--- config.mk ---
export PLATFORM = sky130hd
export DESIGN_NAME = bexkat2_prefetch
export DESIGN_NICKNAME = d
export VERILOG_FILES = /design/src/rtl/bexkat2_prefetch.sv
export SDC_FILE = /design/constraint.sdc
export NUM_CORES = 1
export LEC_CHECK = 0
export CAP_MARGIN = 10
export CORE_MARGIN = 10
export CORE_UTILIZATION = 50
export CTS_CLUSTER_DIAMETER = 120
export DETAILED_ROUTE_END_ITERATION = 16
export PLACE_DENSITY = 0.76
export SETUP_SLACK_MARGIN = 0.15
export SYNTH_ARGS = -nofsm -noshare
export SYNTH_HDL_FRONTEND = slang
export SYNTH_SLANG_ARGS = --single-unit
--- constraint.sdc ---
create_clock -name clk_i -period 3 [get_ports clk_i]
set_clock_uncertainty 0.1 [all_clocks]
set_input_delay 0.6 -clock clk_i [delete_from_list [all_inputs] [get_ports clk_i]]
set_output_delay 0.6 -clock clk_i [all_outputs]
set_load 0.1 [all_outputs]
--- src/rtl/bexkat2_prefetch.sv ---
// Instruction prefetch for the bexkat2 control unit: single-outstanding bus fetcher
// feeding a small FIFO, with PC-load flush/redirect.
module bexkat2_prefetch #(
  parameter int unsigned AW    = 32,
  parameter int unsigned DEPTH = 4
) (
  input  logic          clk_i,
  input  logic          rst_ni,
  input  logic          pc_load_i,
  input  logic [AW-1:0] pc_new_i,
  output logic          ir_valid_o,
  input  logic          ir_ready_i,
  output logic [31:0]   ir_o,
  output logic [AW-1:0] ir_pc_o,
  output logic          ir_fault_o,
  output logic          bus_cyc_o,
  output logic          bus_stb_o,
  output logic [AW-3:0] bus_adr_o,
  input  logic [31:0]   bus_dat_i,
  input  logic          bus_ack_i,
  input  logic          bus_err_i
);

  localparam int unsigned PW = $clog2(DEPTH);
  localparam int unsigned CW = PW + 1;

  localparam logic [1:0] S_IDLE  = 2'd0;
  localparam logic [1:0] S_REQ   = 2'd1;
  localparam logic [1:0] S_DRAIN = 2'd2;
  localparam logic [1:0] S_HALT  = 2'd3;

  logic [1:0]    state, state_nx;
  logic          started;
  logic [AW-1:0] fetch_pc;
  logic [AW-3:0] drain_adr;

  logic [31:0]    dat_mem [DEPTH];
  logic [AW-1:0]  pc_mem  [DEPTH];
  logic [DEPTH-1:0] flt_mem;
  logic [PW-1:0]  rd_ptr, wr_ptr;
  logic [CW-1:0]  count, count_nx;

  logic term, push, pop;

  assign term = bus_ack_i | bus_err_i;
  assign push = (state == S_REQ) & term & ~pc_load_i;
  assign pop  = (count != '0) & ir_ready_i & ~pc_load_i;

  always_comb begin
    count_nx = count;
    if (push && !pop)
      count_nx = count + CW'(1);
    else if (pop && !push)
      count_nx = count - CW'(1);
  end

  always_comb begin
    state_nx = state;
    case (state)
      S_IDLE: begin
        if (!pc_load_i && started && (count < CW'(DEPTH)))
          state_nx = S_REQ;
      end
      S_REQ: begin
        if (pc_load_i)
          state_nx = term ? S_IDLE : S_DRAIN;
        else if (bus_err_i)
          state_nx = S_HALT;
        else if (bus_ack_i)
          state_nx = (count_nx < CW'(DEPTH)) ? S_REQ : S_IDLE;
      end
      // Returning through IDLE gives the one-cycle cyc gap before the redirected request.
      S_DRAIN: begin
        if (term)
          state_nx = S_IDLE;
      end
      S_HALT: begin
        if (pc_load_i)
          state_nx = S_IDLE;
      end
      default: state_nx = S_IDLE;
    endcase
  end

  always_ff @(posedge clk_i or negedge rst_ni) begin
    if (!rst_ni) begin
      state     <= S_IDLE;
      started   <= 1'b0;
      fetch_pc  <= '0;
      drain_adr <= '0;
      rd_ptr    <= '0;
      wr_ptr    <= '0;
      count     <= '0;
    end else begin
      state <= state_nx;
      if (pc_load_i) begin
        started  <= 1'b1;
        fetch_pc <= pc_new_i & ~AW'(3);
        rd_ptr   <= '0;
        wr_ptr   <= '0;
        count    <= '0;
        if (state == S_REQ)
          drain_adr <= fetch_pc[AW-1:2];
      end else begin
        if (push && !bus_err_i)
          fetch_pc <= fetch_pc + AW'(4);
        if (push)
          wr_ptr <= wr_ptr + PW'(1);
        if (pop)
          rd_ptr <= rd_ptr + PW'(1);
        count <= count_nx;
      end
    end
  end

  always_ff @(posedge clk_i) begin
    if (push) begin
      dat_mem[wr_ptr] <= bus_err_i ? '0 : bus_dat_i;
      pc_mem[wr_ptr]  <= fetch_pc;
      flt_mem[wr_ptr] <= bus_err_i;
    end
  end

  // Head fields are forced to zero when empty so reset and post-flush values are defined.
  assign ir_valid_o = (count != '0);
  assign ir_o       = ir_valid_o ? dat_mem[rd_ptr] : '0;
  assign ir_pc_o    = ir_valid_o ? pc_mem[rd_ptr]  : '0;
  assign ir_fault_o = ir_valid_o & flt_mem[rd_ptr];

  assign bus_cyc_o = (state == S_REQ) | (state == S_DRAIN);
  assign bus_stb_o = bus_cyc_o;
  assign bus_adr_o = (state == S_DRAIN) ? drain_adr : fetch_pc[AW-1:2];

endmodule
## Yosys cells after proc, flatten, opt, wreduce, memory -nomap -nowiden

Memories as Yosys holds them, arrays and structs flattened.
Index checks and enable logic that the tools add are counted.

| cells by class | value |
|---|---|
| $lt $le $gt $ge | 5 |
| equality and inequality tests | 7 |
| reduce and logical (&&, ||, !) cells | 17 |
| bitwise operators | 8 |
| muxes and demuxes | 29 |
| add/subtract/negate cells | 5 |

Operators with widths:

| kind | count |
|---|---|
| $mux W32 | 5 |
| $add A32 B3 Y32 const B | 1 |
| $mux W30 | 1 |
| $mux W2 | 11 |
| $mux W3 | 3 |
| $pmux W2 S4 | 1 |
| $logic_and A1 B1 Y1 | 6 |
| $lt A2 B3 Y1 const B | 2 |
| $lt A3 B3 Y1 const B | 2 |
| $ne A2 B2 Y1 const B | 3 |
| $reduce_bool A2 Y1 | 3 |
| $and A1 B1 Y1 | 5 |
| $mux W1 | 5 |
| $add A2 B1 Y2 const B | 2 |
| $bwmux W4 | 1 |
| $eq A2 B2 Y1 const B | 2 |
| $logic_not A1 Y1 | 4 |
| $ne A4 B4 Y1 const B | 1 |
| $reduce_and A4 Y1 | 1 |
| $add A3 B1 Y3 const B | 1 |
| $reduce_bool A3 Y1 | 1 |
| $sub A3 B1 Y3 const B | 1 |
| $bmux W1 S2 | 1 |
| $demux W1 S2 | 1 |
| 6 further kinds | 7 |

| storage, ports and cells | value |
|---|---|
| flip-flop bits (word level) | 76 |
| memories | 2 |
| logic and storage cells | 81 |
| bits in writable memories | 256 |

Memories:

| name | words | width | read ports | clocked after memory_dff | write ports | RTL line | source |
|---|---|---|---|---|---|---|---|
| dat_mem | 4 | 32 | 1 | 0 | 1 | 37 | `logic [31:0] dat_mem [DEPTH];` |
| pc_mem | 4 | 32 | 1 | 0 | 1 | 38 | `logic [AW-1:0] pc_mem [DEPTH];` |

## Longest topological paths before layout

| logic depth | value |
|---|---|
| depth in word-level cells | 13 |
| gate-level depth with buffers | 9 |
| gate-level depth less buffers | 7 |

## Least setup slack after synthesis

Ideal clock, no wire load.

| timing path | value |
|---|---|
| path kind | register to output |
| from | register count[1] |
| to | output port ir_pc_o[22] |
| required time | 2.300 ns |
| setup slack | -0.311 ns |
| arrival time | 2.611 ns |
| path buffers | 1 |
| stages on the path, launching flop included | 6 |
| cells stage by stage | dfrtp_1 > inv_1 > ha_1 > nand2b_1 > clkbuf_1 > and2_1 |

| between the ends | value |
|---|---|
| cells in the longest elaborated chain, start to end | 2 |

Ends and longest elaborated chain:

| what | RTL line | source |
|---|---|---|
| start, declared | 41 | `logic [CW-1:0] count, count_nx;` |
| start signal, assigned | 111 | `count <= count_nx;` |
| $reduce_bool A3 Y1 | 125 | `assign ir_valid_o = (count != '0);` |
| net ir_valid_o | 11 | `output logic ir_valid_o,` |
| $mux W32 | 127 | `assign ir_pc_o = ir_valid_o ? pc_mem[rd_ptr] : '0;` |
| end, declared | 14 | `output logic [AW-1:0] ir_pc_o,` |

The timed path passes the listed nets, and every way through them passes these cells.

## Worst setup path in the final report

| timing path | value |
|---|---|
| from | register rd_ptr[0] |
| to | output port ir_pc_o[20] |

| between the ends | value |
|---|---|
| cells in the longest elaborated chain, start to end | 2 |

Ends and longest elaborated chain:

| what | RTL line | source |
|---|---|---|
| start, declared | 40 | `logic [PW-1:0] rd_ptr, wr_ptr;` |
| start signal, assigned | 110 | `rd_ptr <= rd_ptr + PW'(1);` |
| $mem_v2 Z4 W32 | n/a |  |
| $mux W32 | 127 |  |

Every way passes these cells.

==> impl_metrics.csv <==
group,metric,value,unit
place,io_buffers,163,
place,hpwl,18.8,mm
global_routing,overflow,0,
floorplan,fp.dieH,185,um
pwr,p_seq_share,29.9,%
drt,post-route-drc-count,0,
timing,setup-violations-final,0,
global_routing,grt_max_degree,66,
finish,drive_gt1_share,36.1,%
timing,slew_violations,0,
drt,drtAntennaViolNets,0,
pwr,switching_power,7.83,mW
floorplan,start_util,50.8,%
synthesis,yosysSeqAreaShare,68.3,%
critical_path,regToRegSetupSlack,0.54,ns
floorplan,rows,60,
pwr,power.leakage,6.53,nW
pwr,clkPwrFrac,20.5,%
min_path,min_path_type,"input port to flop",
synthesis,synthDistinctLibCells,46,
synthesis,synth_top_area_share,55.5,%
global_routing,grt_pass1_vias,8209,
synthesis,synth_top_cells_by_area,"edfxtp_1, dfrtp_1, mux4_2, mux2_2, and2_1",
drt,drt-pass1-iter-count,4,
timing,max_slew_margin,59.0,%
pwr,p_total,19.5,mW
min_path,hp-start,"pc_load_i",
floorplan,die_area,0.0343,sq mm
synthesis,synthFlopType,"edfxtp_1",
finish,finalNetCount,1078,
pwr,power.density,1070,mW/mm^2
critical_path,cpMostUsedCell,"buf_12",
critical_path,cp_slowest_cell,"mux4_2",
pwr,peakVddDrop,1.19,mV
critical_path,r2r_cells,6,
cts,path_clk_slew,0.06,ns
finish,multi_input_area,0.00420,sq mm
floorplan,boundaryPins,168,
pwr,switching_share,40.2,%
synthesis,synth-async-reset-ratio,21.7,%
critical_path,cp-end-kind,"primary output",
timing,tightestPinTransition,0.612,ns
critical_path,path_delay_family,"multiplexers",
synthesis,syn_inst,802,
floorplan,placeableCoreArea,0.0269,sq mm
cts,root_buffer,"clkbuf_16",
critical_path,crit_chain,"buf_12 > buf_16 > mux4_2 > and2_1 > buf_12",
min_path,hold_end,"rd_ptr[0]",
timing,fin_crit,2.85,ns
floorplan,die_w,185,um
cts,cts_max_level,2,
synthesis,ys_seq_elements,322,
drt,drt_iter0_markers,526,
drt,viasPerCell,5.53,
timing,final.setup.tns,0,ns
place,globalplace.congestion,0.835,
cts,clockBufferDepth,3,
finish,regArea,0.00933,sq mm
synthesis,synth_top_area_cell,"edfxtp_1",
cts,cts_buffers,34,
critical_path,cp-start-kind,"flop",
global_routing,grt_usage,17.8,%
timing,final_hold_viol_count,0,
timing,hold_ws,0.360,ns
finish,area_delta_synth_final,33.5,%
timing,max_freq,350,MHz
synthesis,netlist_area,0.0136,sq mm
drt,via_count,7530,
critical_path,critPathBufInv,3,
synthesis,syn_avg_cell_area,17.0,sq um
synthesis,ys_warn_count,0,
min_path,holdPathStages,2,
pwr,p_comb_share,49.6,%
global_routing,antenna_found_initial,1,
drt,wl_per_cell,22.8,um
finish,antennaDiodeCount,0,
critical_path,cpPeakStageDelay,0.53,ns
timing,finalCritPeriodShare,95.1,%
timing,rsz0062_at_grt,"true",
cts,clock_latency,0.50,ns
critical_path,cp_max_fo,8,
critical_path,worstPathArrival,2.15,ns
pwr,internal_power,11.7,mW
finish,final.fill_count,1772,
cts,cts_tree,"yes",
drt,routed_wirelength,31.0,mm
synthesis,synth_edf_count,252,
status,status,"finished clean",
critical_path,crit_required,2.30,ns
global_routing,grt_pass1_wl,47.2,mm
critical_path,r2r-start,"state[1]",
job,drv_cap,0,
critical_path,crit_type,"flop to primary output",
critical_path,reg2reg_to,"pc_mem[3][5]",
cts,clock-sinks,322,
power by group through the flow:
stage               Clock, mW  Combinational, mW  Sequential, mW
finish                   3.99               9.66            5.83
CTS                      4.05               9.20            5.83
detailed placement          0               9.14            5.94
global placement            0               9.08            5.88
floorplan                   0               5.98            5.79
global route             4.25               10.0            5.90
final cells by class:
cell class | instances | area share, %
flip-flops and latches | 322 | 51.2
multi-input cells | 428 | 23.1
repair buffers | 202 | 17.4
clock inverters | 18 | 0.591
clock buffers | 42 | 5.24
inverters | 8 | 0.165
well taps | 341 | 2.34
repair_timing:
| item | 4_1_cts | 5_1_grt |
|---|---|---|
| buffers inserted | 2 | 3 |
| gates cloned | 0 | 6 |
| endpoints found under the hold margin | 29 | 0 |
| setup endpoints to repair | 55 | 74 |
| hold buffers | 1 | 0 |
| resized for setup | 0 | 57 |
registers in the layout, indices dropped and copies added (netlist names):
signal     cells
dat_mem      128
pc_mem       120
drain_adr     30
fetch_pc      30
flt_mem        4
count          3
rd_ptr         2
state          2
wr_ptr         2
started        1
worst max path at each step:
stage                     slack, ns      start        endpoint  cells after the start
final                          0.15  rd_ptr[0]     ir_pc_o[20]                      5
after CTS                      0.06  rd_ptr[0]     ir_pc_o[11]                      4
after floorplan                0.19   count[1]     ir_pc_o[22]                      5
after global placement         0.27  bus_ack_i  dat_mem[0][24]                      5
after global routing           0.09  rd_ptr[0]     ir_pc_o[20]                      5
after detailed placement       0.24  bus_ack_i    pc_mem[3][4]                      5
cells in the final DEF (no fill, tap or decap), types with 3 or more instances in the layout:
cell type and n:
and2_1 19, and2_4 49, and3_1 8, and4_1 3, buf_12 110, buf_4 18
clkbuf_1 4, clkbuf_16 41, clkdlybuf4s50_1 64, clkinv_1 9, clkinv_2 7, dfrtp_1 68
edfxtp_1 252, ha_1 12, inv_1 8, mux2_2 61, mux2i_1 3, mux4_2 63
nand2_1 41, nand3_1 12, nand3b_1 3, nand4_1 11, nand4b_1 4, nor2_1 13
nor2b_1 34, nor3_1 3, o21ai_0 29, xnor2_1 10, xor2_1 24
layer usage:
layer	global-route usage, %	part of all wire [%]	up-vias
met5	0	0.042	-
met4	3.90	1.2	2
met3	4.25	6.4	33
met2	30.0	51	225
met1	23.1	41	3838
li1	-	-	3432
per-stage QoR:
step | cell area, sq um | setup WS [ns] | cells | util, %
after floorplan | 13700 | 0.187 | 803 | -
after global placement | 16800 | 0.275 | 1289 | 62.5
after detailed placement | 16800 | 0.239 | 1289 | 62.5
after CTS | 17900 | 0.0588 | 1352 | 66.5
after global routing | 18200 | 0.0941 | 1361 | 67.7
final | 18200 | 0.146 | 1361 | 67.7
cell usage after synthesis, types with 3 or more instances:
cell type / number
nand3_1: 12
nor2_1: 13
buf_4: 4
dfrtp_1: 70
and2_1: 68
edfxtp_1: 252
xor2_1: 24
o21ai_0: 29
nand4b_1: 4
clkbuf_1: 23
and3_1: 8
inv_1: 8
mux2_2: 61
nand3b_1: 3
and4_1: 3
buf_2: 9
nand2_1: 41
mux2i_1: 3
xnor2_1: 10
buf_1: 6
nand4_1: 11
nor2b_1: 34
nor3_1: 3
ha_1: 12
mux4_2: 63
cell families (layout without fill, tap and decap cells):
| kind of cell | Yosys count | in the layout | synth area share, % |
|---|---|---|---|
| AOI/OAI and AO/OA | 42 | 42 | 1.76 |
| xor gates and xnor gates | 34 | 34 | 2.18 |
| adders and majority gates | 12 | 12 | 1.10 |
| buffers and inverters | 53 | 270 | 1.85 |
| DFF | 322 | 322 | 68.3 |
| muxes | 127 | 127 | 15.7 |
| other | 1 | 2 | 0.0275 |
| and+or+nand+nor | 211 | 211 | 9.10 |
Note: power is estimated with default switching activity, not from simulation.
